### config.mk
export PLATFORM = sky130hd
export DESIGN_NAME = seg7_scan_driver
export DESIGN_NICKNAME = d
export VERILOG_FILES = /design/src/rtl/seg7_scan_driver.sv
export SDC_FILE = /design/constraint.sdc
export NUM_CORES = 1
export LEC_CHECK = 0
export ABC_AREA = 1
export CAP_MARGIN = 20
export CORE_UTILIZATION = 50
export DETAILED_ROUTE_END_ITERATION = 6
export GPL_ROUTABILITY_DRIVEN = 0
export PLACE_DENSITY = 0.75
export SLEW_MARGIN = 20
export SYNTH_ARGS = -nofsm -noshare
export SYNTH_HDL_FRONTEND = slang
export SYNTH_SLANG_ARGS = --single-unit
### constraint.sdc
create_clock -name clk -period 1.95 [get_ports clk]
set_input_delay 0.195 -clock clk [delete_from_list [all_inputs] [get_ports clk]]
set_output_delay 0.195 -clock clk [all_outputs]
set_load 0.01 [all_outputs]
### src/rtl/seg7_scan_driver.sv
// seg7_scan_driver: multiplexed N-digit 7-segment scan driver.
// One anode is lit at a time for REFRESH_DIV clocks; loads are held in a pending
// buffer and copied into the displayed (shadow) buffer only at the frame boundary,
// so a frame never mixes old and new data.
// Optional build macro: LEADING_ZERO_BLANK_EN -- darkens digits above the highest
// nonzero nibble of the displayed value (digit 0 always shown, dp keeps a digit lit).
module seg7_scan_driver #(
   parameter int DIGITS      = 4,
   parameter int REFRESH_DIV = 1024,
   parameter bit ACTIVE_LOW  = 1'b1
) (
   input  logic                clk,
   input  logic                reset,
   input  logic                load,
   input  logic [4*DIGITS-1:0] value,
   input  logic [DIGITS-1:0]   dp_in,
   input  logic [DIGITS-1:0]   blank_in,
   output logic [6:0]          segments,
   output logic                decimal_point,
   output logic [DIGITS-1:0]   anode,
   output logic                frame_tick
);

   localparam int PW = (REFRESH_DIV > 1) ? $clog2(REFRESH_DIV) : 1;
   localparam int IW = (DIGITS > 1) ? $clog2(DIGITS) : 1;
   localparam logic [PW-1:0]     PRESC_LAST = PW'(REFRESH_DIV - 1);
   localparam logic [IW-1:0]     IDX_LAST   = IW'(DIGITS - 1);
   localparam logic [6:0]        SEG_OFF    = {7{ACTIVE_LOW}};
   localparam logic [DIGITS-1:0] AN_OFF     = {DIGITS{ACTIVE_LOW}};

   // Scan position
   logic [PW-1:0] presc_q, presc_d;
   logic [IW-1:0] idx_q, idx_d;

   // Pending (last load) and shadow (on display) buffers
   logic [4*DIGITS-1:0] pend_val_q, pend_val_d, shadow_val_q, shadow_val_d;
   logic [DIGITS-1:0]   pend_dp_q, pend_dp_d, shadow_dp_q, shadow_dp_d;
   logic [DIGITS-1:0]   pend_blank_q, pend_blank_d, shadow_blank_q, shadow_blank_d;
   logic                pend_flag_q, pend_flag_d;

   // Registered outputs
   logic [6:0]        seg_q, seg_d;
   logic              dp_q, dp_d;
   logic [DIGITS-1:0] an_q, an_d;
   logic              tick_q, tick_d;

   logic              slot_end, frame_end;
   logic [DIGITS-1:0] blank_eff;
   logic [3:0]        nib;
   logic              dp_sel, dark;
   logic [6:0]        seg_act;
   logic [DIGITS-1:0] an_act;

   // Active-high abcdefg font, bit 0 = segment a
   function automatic logic [6:0] hex_to_seg(input logic [3:0] n);
      case (n)
         4'h0: return 7'h3F;
         4'h1: return 7'h06;
         4'h2: return 7'h5B;
         4'h3: return 7'h4F;
         4'h4: return 7'h66;
         4'h5: return 7'h6D;
         4'h6: return 7'h7D;
         4'h7: return 7'h07;
         4'h8: return 7'h7F;
         4'h9: return 7'h6F;
         4'hA: return 7'h77;
         4'hB: return 7'h7C;
         4'hC: return 7'h39;
         4'hD: return 7'h5E;
         4'hE: return 7'h79;
         default: return 7'h71;
      endcase
   endfunction

   // Prescaler/index advance and the double-buffer hand-over at the frame boundary
   always_comb begin
      slot_end  = (presc_q == PRESC_LAST);
      frame_end = slot_end && (idx_q == IDX_LAST);
      presc_d   = slot_end ? '0 : presc_q + 1'b1;
      idx_d     = idx_q;
      if (slot_end) idx_d = (idx_q == IDX_LAST) ? '0 : idx_q + 1'b1;

      shadow_val_d   = shadow_val_q;
      shadow_dp_d    = shadow_dp_q;
      shadow_blank_d = shadow_blank_q;
      pend_val_d     = pend_val_q;
      pend_dp_d      = pend_dp_q;
      pend_blank_d   = pend_blank_q;
      pend_flag_d    = pend_flag_q;
      if (frame_end && pend_flag_q) begin
         shadow_val_d   = pend_val_q;
         shadow_dp_d    = pend_dp_q;
         shadow_blank_d = pend_blank_q;
         pend_flag_d    = 1'b0;
      end
      // A load on the boundary cycle refills pending after the old contents moved out
      if (load) begin
         pend_val_d   = value;
         pend_dp_d    = dp_in;
         pend_blank_d = blank_in;
         pend_flag_d  = 1'b1;
      end
   end

   // Effective per-digit blanking from the shadow buffer
   always_comb begin
      blank_eff = shadow_blank_q;
`ifdef LEADING_ZERO_BLANK_EN
      begin
         logic seen_nz;
         seen_nz = 1'b0;
         for (int i = DIGITS - 1; i >= 1; i--) begin
            if (shadow_val_q[4*i +: 4] != 4'h0) seen_nz = 1'b1;
            if (!seen_nz && !shadow_dp_q[i]) blank_eff[i] = 1'b1;
         end
      end
`endif
   end

   // Select the active digit and build next output values with polarity applied
   always_comb begin
      nib    = 4'h0;
      dp_sel = 1'b0;
      dark   = 1'b1;
      an_act = '0;
      for (int i = 0; i < DIGITS; i++) begin
         if (idx_q == IW'(i)) begin
            nib       = shadow_val_q[4*i +: 4];
            dp_sel    = shadow_dp_q[i];
            dark      = blank_eff[i];
            an_act[i] = ~blank_eff[i];
         end
      end
      seg_act = dark ? 7'h00 : hex_to_seg(nib);
      seg_d   = ACTIVE_LOW ? ~seg_act : seg_act;
      dp_d    = ACTIVE_LOW ? ~(dp_sel & ~dark) : (dp_sel & ~dark);
      an_d    = ACTIVE_LOW ? ~an_act : an_act;
      tick_d  = frame_end;
   end

   // State and output registers with synchronous reset
   always_ff @(posedge clk) begin
      if (reset) begin
         presc_q        <= '0;
         idx_q          <= '0;
         pend_val_q     <= '0;
         pend_dp_q      <= '0;
         pend_blank_q   <= '0;
         pend_flag_q    <= 1'b0;
         shadow_val_q   <= '0;
         shadow_dp_q    <= '0;
         shadow_blank_q <= '0;
         seg_q          <= SEG_OFF;
         dp_q           <= ACTIVE_LOW;
         an_q           <= AN_OFF;
         tick_q         <= 1'b0;
      end else begin
         presc_q        <= presc_d;
         idx_q          <= idx_d;
         pend_val_q     <= pend_val_d;
         pend_dp_q      <= pend_dp_d;
         pend_blank_q   <= pend_blank_d;
         pend_flag_q    <= pend_flag_d;
         shadow_val_q   <= shadow_val_d;
         shadow_dp_q    <= shadow_dp_d;
         shadow_blank_q <= shadow_blank_d;
         seg_q          <= seg_d;
         dp_q           <= dp_d;
         an_q           <= an_d;
         tick_q         <= tick_d;
      end
   end

   assign segments      = seg_q;
   assign decimal_point = dp_q;
   assign anode         = an_q;
   assign frame_tick    = tick_q;

endmodule

==> results.json, run 1 <==
{
  "fmax_ghz": 0.5599,
  "syn_to_final_growth_pct": 22.09,
  "drt_iter0_drc": 122,
  "clk_pin_slew_ns": 0.07,
  "ant_nets": 0,
  "cts_buffers": 9,
  "yosysTopAreaCellShare": 0.4425,
  "rows": 29,
  "fin_cells": 531,
  "cts_tree": "built",
  "post_cts_buffers": 0,
  "core_mm2": 0.006422,
  "min-delay-path-class": "in2reg",
  "power_frac_seq": 0.487,
  "timing.setup.tns_ns": 0,
  "path_class": "reg2reg",
  "grt_pass1_vias": 2617,
  "violations": "design-rule violations",
  "finalCritPeriodShare": 0.9160,
  "synth-warning-count": 0,
  "slew_viol_final": 0,
  "antenna_cells": 0,
  "postSynthCellCount": 408,
  "finClkSkew_ns": 0.005021,
  "p_sw_mw": 0.6872,
  "fp.dieW_um": 83.83,
  "drv_cap": 0,
  "antenna_found_initial": 0,
  "ys_types": 29,
  "netlist_top_cells_area": "dfxtp_1 44%, nor2_1 7.6%, nand2_1 7.4%",
  "min_period_ns": 1.786,
  "place_inst": 515,
  "vias": 2766,
  "start_kind": "register",
  "avgSynthCellArea_um2": 8.206,
  "die_area_mm2": 0.007027,
  "fin_nets": 487,
  "root_buffer": "clkbuf_8",
  "finalWirelength_mm": 6.664,
  "clk_latency_ns": 0.35,
  "relSlewSlack": 0.5491,
  "clock_sinks": 74,
  "cts_resized": 0,
  "fin_area_mm2": 0.004088,
  "swShare": 0.2107,
  "synth_ff_type": "dfxtp_1",
  "grt_pass1_wl_mm": 11.89,
  "grt-ovfl-total": 0,
  "rsz0062_at_grt": "false",
  "h-tree-depth": 3,
  "drcViolationCount": 2,
  "place_hpwl_mm": 4.613,
  "report.final.setup_viol": 0,
  "synth_seq_cells": 74,
  "synth_edf_count": 0,
  "track_usage": 0.2127,
  "placed_area_mm2": 0.003790,
  "seq_area_frac_synth": 0.4425,
  "power_frac_comb": 0.060,
  "critPathMaxStageDelay_ns": 0.37,
  "end_kind": "register",
  "layout-drive-gt1-share": 0.2269,
  "clock_path_buffers": 2,
  "clkPwrFrac": 0.453,
  "timing.final.hold_violations": 0,
  "yosysTopAreaCell": "dfxtp_1",
  "cp_max_fo": 25,
  "ios": 40,
  "crit_required_ns": 2.18,
  "powerDensity_mw_per_mm2": 798.1,
  "initial_utilization": 0.5213,
  "syn-cell-area_mm2": 0.003348,
  "leakage_nw": 1.636,
  "grt_max_degree": 31,
  "intPower_mw": 2.575,
  "die_y_um": 83.83,
  "wl_per_cell_um": 12.55,
  "outcome": "finished, violations left",
  "first_pass_iters": 6,
  "timing.critical_path.cells": "ha_1, nand3_1, inv_2, nand3b_4, nor2_8, nand2_4, a21oi_1, nor2_1",
  "postSynth.asyncResetShare": 0,
  "holdBufCountCts": 0,
  "worstPathArrival_ns": 2.02,
  "syn_nets": 446,
  "slowest_stage": "dfxtp_1",
  "portBuffers": 39,
  "worst_pin_slew_ns": 0.6756,
  "vias_per_cell": 5.209,
  "ir_drop_v": 0.0005843
}
==> per-layer routing <==
metal / vias up / global-route usage / part of all wire
met4: 0 / 0.06583 / 0.0066
li1: 1408 / - / -
met1: 1282 / 0.2638 / 0.46
met5: - / 0 / 0
met2: 72 / 0.3532 / 0.49
met3: 4 / 0.06528 / 0.044
==> sequential cells by signal (all words and copies together) (netlist names) <==
register       flops
anode              4
blank_eff          4
decimal_point      1
frame_tick         1
idx_q              2
pend_blank_q       4
pend_dp_q          4
pend_flag_q        1
pend_val_q        16
presc_q           10
segments           7
shadow_dp_q        4
shadow_val_q      16
==> critical path, delay by kind of cell, from the launching register on <==
family | cells | cell delay (ns)
adder cells (fa/ha/maj) | 1 | 0.20
buffers and inverters | 1 | 0.11
AND/OR/NAND/NOR | 5 | 0.78
flip-flops | 1 | 0.37
AO/OA/AOI/OAI | 1 | 0.21
==> worst paths after layout <==
path	endpoint	slack, ns	startpoint	cells after the start
max reg2reg	pend_flag_q	0.16	presc_q[0]	8
min	pend_blank_q[1]	0.42	blank_in[1]	3
min reg2reg	shadow_dp_q[2]	0.47	shadow_dp_q[2]	2
max	pend_flag_q	0.16	presc_q[0]	8
==> final cells by class <==
type                            instances  area (um^2)
Timing Repair Buffer                   48        470.5
Fill cell                             561         2335
Multi-Input combinational cell        294         1699
Sequential cell                        74         1484
Clock buffer                           12        155.1
Clock inverter                          4        97.59
Tap cell                               77        96.34
Inverter                               22        85.08
==> cell families (layout without fill, tap and decap cells) <==
kind of cell / after synthesis / in the layout / share of synthesized area
simple gates: 207 / 207 / 0.3109
compound gates: 74 / 74 / 0.1383
fa+ha+maj: 11 / 11 / 0.04111
xor+xnor: 2 / 2 / 0.005233
flops: 74 / 74 / 0.4425
buf+inv: 40 / 86 / 0.06203
==> per-stage QoR <==
stage / setup slack [ns] / util / hold WS, ns / power, mW
3_3_place_gp: 0.1139 / 0.5901 / 0.4444 / 1.814
4_1_cts: 0.004325 / 0.6295 / 0.4099 / 3.287
3_5_place_dp: 0.02211 / 0.5901 / 0.4581 / 1.820
2_1_floorplan: 0.1150 / - / 0.3299 / 1.722
5_1_grt: 0.02601 / 0.6365 / 0.4262 / 3.391
6_report: 0.1638 / 0.6365 / 0.4216 / 3.262
==> placed cells by master, fill, tap and decap left out <==
| cell | instances |
|---|---|
| dfxtp_1 | 72 |
| nand2_2 | 21 |
| ha_4 | 3 |
| nor2_4 | 1 |
| nand3_2 | 20 |
| nor3_1 | 2 |
| bufinv_16 | 3 |
| o21ai_0 | 29 |
| nand3b_4 | 1 |
| clkbuf_8 | 11 |
| nand3_1 | 23 |
| a21oi_2 | 21 |
| nand2_1 | 66 |
| nor2_8 | 1 |
| dfxtp_2 | 2 |
| o211ai_1 | 2 |
| inv_2 | 6 |
| xnor2_1 | 2 |
| buf_12 | 1 |
| a22o_1 | 1 |
| nand4_1 | 2 |
| a21boi_1 | 1 |
| or2_0 | 1 |
| inv_4 | 1 |
| clkbuf_1 | 1 |
| nand2_4 | 1 |
| clkdlybuf4s50_1 | 39 |
| o21bai_1 | 1 |
| ha_1 | 7 |
| buf_4 | 8 |
| ha_2 | 1 |
| inv_1 | 15 |
| nor2_1 | 68 |
| a21oi_1 | 19 |
| clkinvlp_4 | 1 |
==> cells in the mapped netlist, drive strengths merged (2+ instances only) <==
| cell | instances |
|---|---|
| o21ai | 29 |
| a21oi | 40 |
| nand3 | 43 |
| dfxtp | 74 |
| nand2 | 88 |
| buf | 8 |
| nor2 | 70 |
| inv | 22 |
| clkbuf | 10 |
| nand4 | 2 |
| xnor2 | 2 |
| nor3 | 2 |
| ha | 11 |
| o211ai | 2 |
==> power by group through the flow <==
| stage | combinational [mW] | clock, mW | sequential (mW) |
|---|---|---|---|
| after CTS | 0.198 | 1.50 | 1.59 |
| after global routing | 0.222 | 1.57 | 1.59 |
| after global placement | 0.193 | 0 | 1.62 |
| final | 0.196 | 1.48 | 1.59 |
| after floorplan | 0.102 | 0 | 1.62 |
| after detailed placement | 0.197 | 0 | 1.62 |
Power figures use the tool's default switching activity.
==> run 2: changes to the inputs <==
==> constraint.sdc (replaced) <==
create_clock -name clk -period 1.95 [get_ports clk]
set_input_delay 0.585 -clock clk [delete_from_list [all_inputs] [get_ports clk]]
set_output_delay 0.585 -clock clk [all_outputs]
set_load 0.005 [all_outputs]
==> run 2 against run 1 <==
Net effect:
- the run still ends with design-rule violations left
- critical endpoint is now segments[2]
- largest cell class unchanged
- sequential power about the same
- die area stayed put
- clock-buffer cell count shrank 3
- global-route usage decreased by 0.11 points
==> results.json, run 2 (same netlist as run 1, synthesis figures left out) <==
{
  "outcome": "finished, violations left",
  "violations": "design-rule violations",
  "r2r_cells": 11,
  "ios": 40,
  "ir_drop_v": 0.0004683,
  "vias_per_cell": 5.201,
  "drt_iter0_drc": 147,
  "crit_required_ns": 2.17,
  "worstPathArrival_ns": 2.03,
  "clkPwrFrac": 0.403,
  "endpoint": "segments[2]",
  "path_class": "reg2reg",
  "rows": 29,
  "worstReg2RegEnd": "segments[2]",
  "slew_viol_final": 0,
  "cts_buffers": 9,
  "powerDensity_mw_per_mm2": 741.0,
  "clk_pin_slew_ns": 0.08,
  "power_frac_comb": 0.064,
  "grt-ovfl-total": 0,
  "die_area_mm2": 0.007027,
  "wl_met1_mm": 3.164,
  "first_pass_iters": 6,
  "fin_cells": 533,
  "cts_resized": 0,
  "holdWs_ns": 0.4715,
  "track_usage": 0.2116,
  "grt_max_degree": 31,
  "finalCritPeriodShare": 0.9248,
  "fillers": 587,
  "grt_pass1_vias": 2661,
  "die_y_um": 83.83,
  "fin_nets": 489,
  "portBuffers": 39,
  "clock_path_buffers": 2,
  "swShare": 0.2434,
  "start_kind": "register",
  "fmax_ghz": 0.5545,
  "antenna_cells": 0,
  "reg.largest.list": "pend_val_q: 16 flops, shadow_val_q: 16 flops, presc_q: 10 flops",
  "ant_nets": 0,
  "wl_per_cell_um": 12.62,
  "place_inst": 517,
  "drcViolationCount": 2,
  "final_common_cell": "dfxtp_1",
  "timing.final.hold_violations": 0,
  "reg2reg_slack_ns": 0.15,
  "worst_pin_slew_ns": 0.6853,
  "post_cts_buffers": 0,
  "min-delay-path-class": "reg2reg",
  "finClkSkew_ns": 0.01129,
  "rr_startpoint": "idx_q[0]",
  "timing.setup.tns_ns": 0,
  "finalWirelength_mm": 6.725,
  "vias": 2772,
  "cts_tree": "built",
  "fp.dieW_um": 83.83,
  "min_period_ns": 1.803,
  "report.final.setup_viol": 0,
  "end_kind": "register",
  "clk_latency_ns": 0.35,
  "rsz0062_at_grt": "false",
  "power_frac_seq": 0.533,
  "intPower_mw": 2.255,
  "h-tree-depth": 3,
  "startpoint": "idx_q[0]",
  "antenna_found_initial": 0,
  "root_buffer": "clkbuf_8",
  "drv_cap": 0,
  "place_hpwl_mm": 4.764,
  "syn_to_final_growth_pct": 20.14,
  "wl_met3_um": 288,
  "cp_max_fo": 7,
  "holdBufCountCts": 0,
  "top_layer_used": "met4",
  "clock_sinks": 74,
  "core_mm2": 0.006422,
  "p_sw_mw": 0.7257,
  "leakage_nw": 1.614,
  "grt_pass1_wl_mm": 11.90,
  "relSlewSlack": 0.5426,
  "layout-drive-gt1-share": 0.2325,
  "final_cell_mix": "73 x dfxtp_1, 68 x nor2_1, 65 x nand2_1, 39 x clkdlybuf4s50_1, 29 x o21ai_0",
  "met2WireLength_mm": 3.103,
  "initial_utilization": 0.5213
}
## run 2: cell count changes in the layout (fill, tap and decap cells not counted), moves of 2 or more
| cell | change |
|---|---|
| buf_4 | +3 |
| ha_4 | -2 |
| bufinv_16 | -2 |
| inv_6 | +3 |
| ha_2 | +2 |
| clkbuf_8 | -2 |
## run 2: cell type report
| class | count | area, um^2 | share of cell area |
|---|---|---|---|
| clock buffer | 9 | 123.9 | 0.03079 |
| timing repair buffer | 50 | 473.0 | 0.1176 |
| sequential | 74 | 1483 | 0.3686 |
| multi-input combinational | 294 | 1685 | 0.4190 |
| tap | 77 | 96.34 | 0.02395 |
| clock inverter | 7 | 76.32 | 0.01897 |
| inverter | 22 | 85.08 | 0.02115 |
## run 2: metal layers
metal  GRT usage  vias to the layer above
met1      0.2707                     1274
met3     0.03956                       15
li1            -                     1418
met5           0                        -
met2      0.3390                       65
met4      0.1113                        0
## run 2: worst min path at each step
stage	end	cells past startpoint	slack, ns	startpoint
after floorplan	anode[0]	2	0.42	blank_eff[0]
after global placement	presc_q[0]	1	0.44	presc_q[0]
after detailed placement	shadow_val_q[14]	2	0.46	shadow_val_q[14]
after CTS	shadow_val_q[14]	2	0.47	shadow_val_q[14]
after global routing	shadow_val_q[8]	2	0.50	pend_val_q[8]
final	shadow_val_q[14]	2	0.47	shadow_val_q[14]
## run 2: critical path, stage by stage, from the launching register on
cell and delay, ns:
dfxtp_1 0.39, inv_2 0.09, ha_4 0.19, inv_2 0.11, nor2_1 0.05, nor2_1 0.15
nand2_1 0.08, nand2_1 0.10, ha_1 0.25, inv_1 0.08, nand3_1 0.10, o211ai_1 0.09
## run 2: stage by stage
step | instance area [um^2] | utilization | power (mW) | worst slack [ns]
after global routing | 4023 | 0.6263 | 3.102 | 0.01512
after floorplan | 3348 | - | 1.719 | 0.1150
after global placement | 3792 | 0.5905 | 1.810 | 0.1301
after CTS | 3993 | 0.6217 | 3.004 | 0.02860
final | 4023 | 0.6263 | 2.981 | 0.1466
after detailed placement | 3792 | 0.5905 | 1.815 | 0.07759
## run 2: power by group through the flow
stage / Sequential (mW) / Combinational (mW) / Clock [mW]
after detailed placement: 1.62 / 0.191 / 0
after floorplan: 1.62 / 0.102 / 0
after CTS: 1.59 / 0.192 / 1.22
after global placement: 1.62 / 0.187 / 0
final: 1.59 / 0.192 / 1.20
after global routing: 1.60 / 0.218 / 1.29
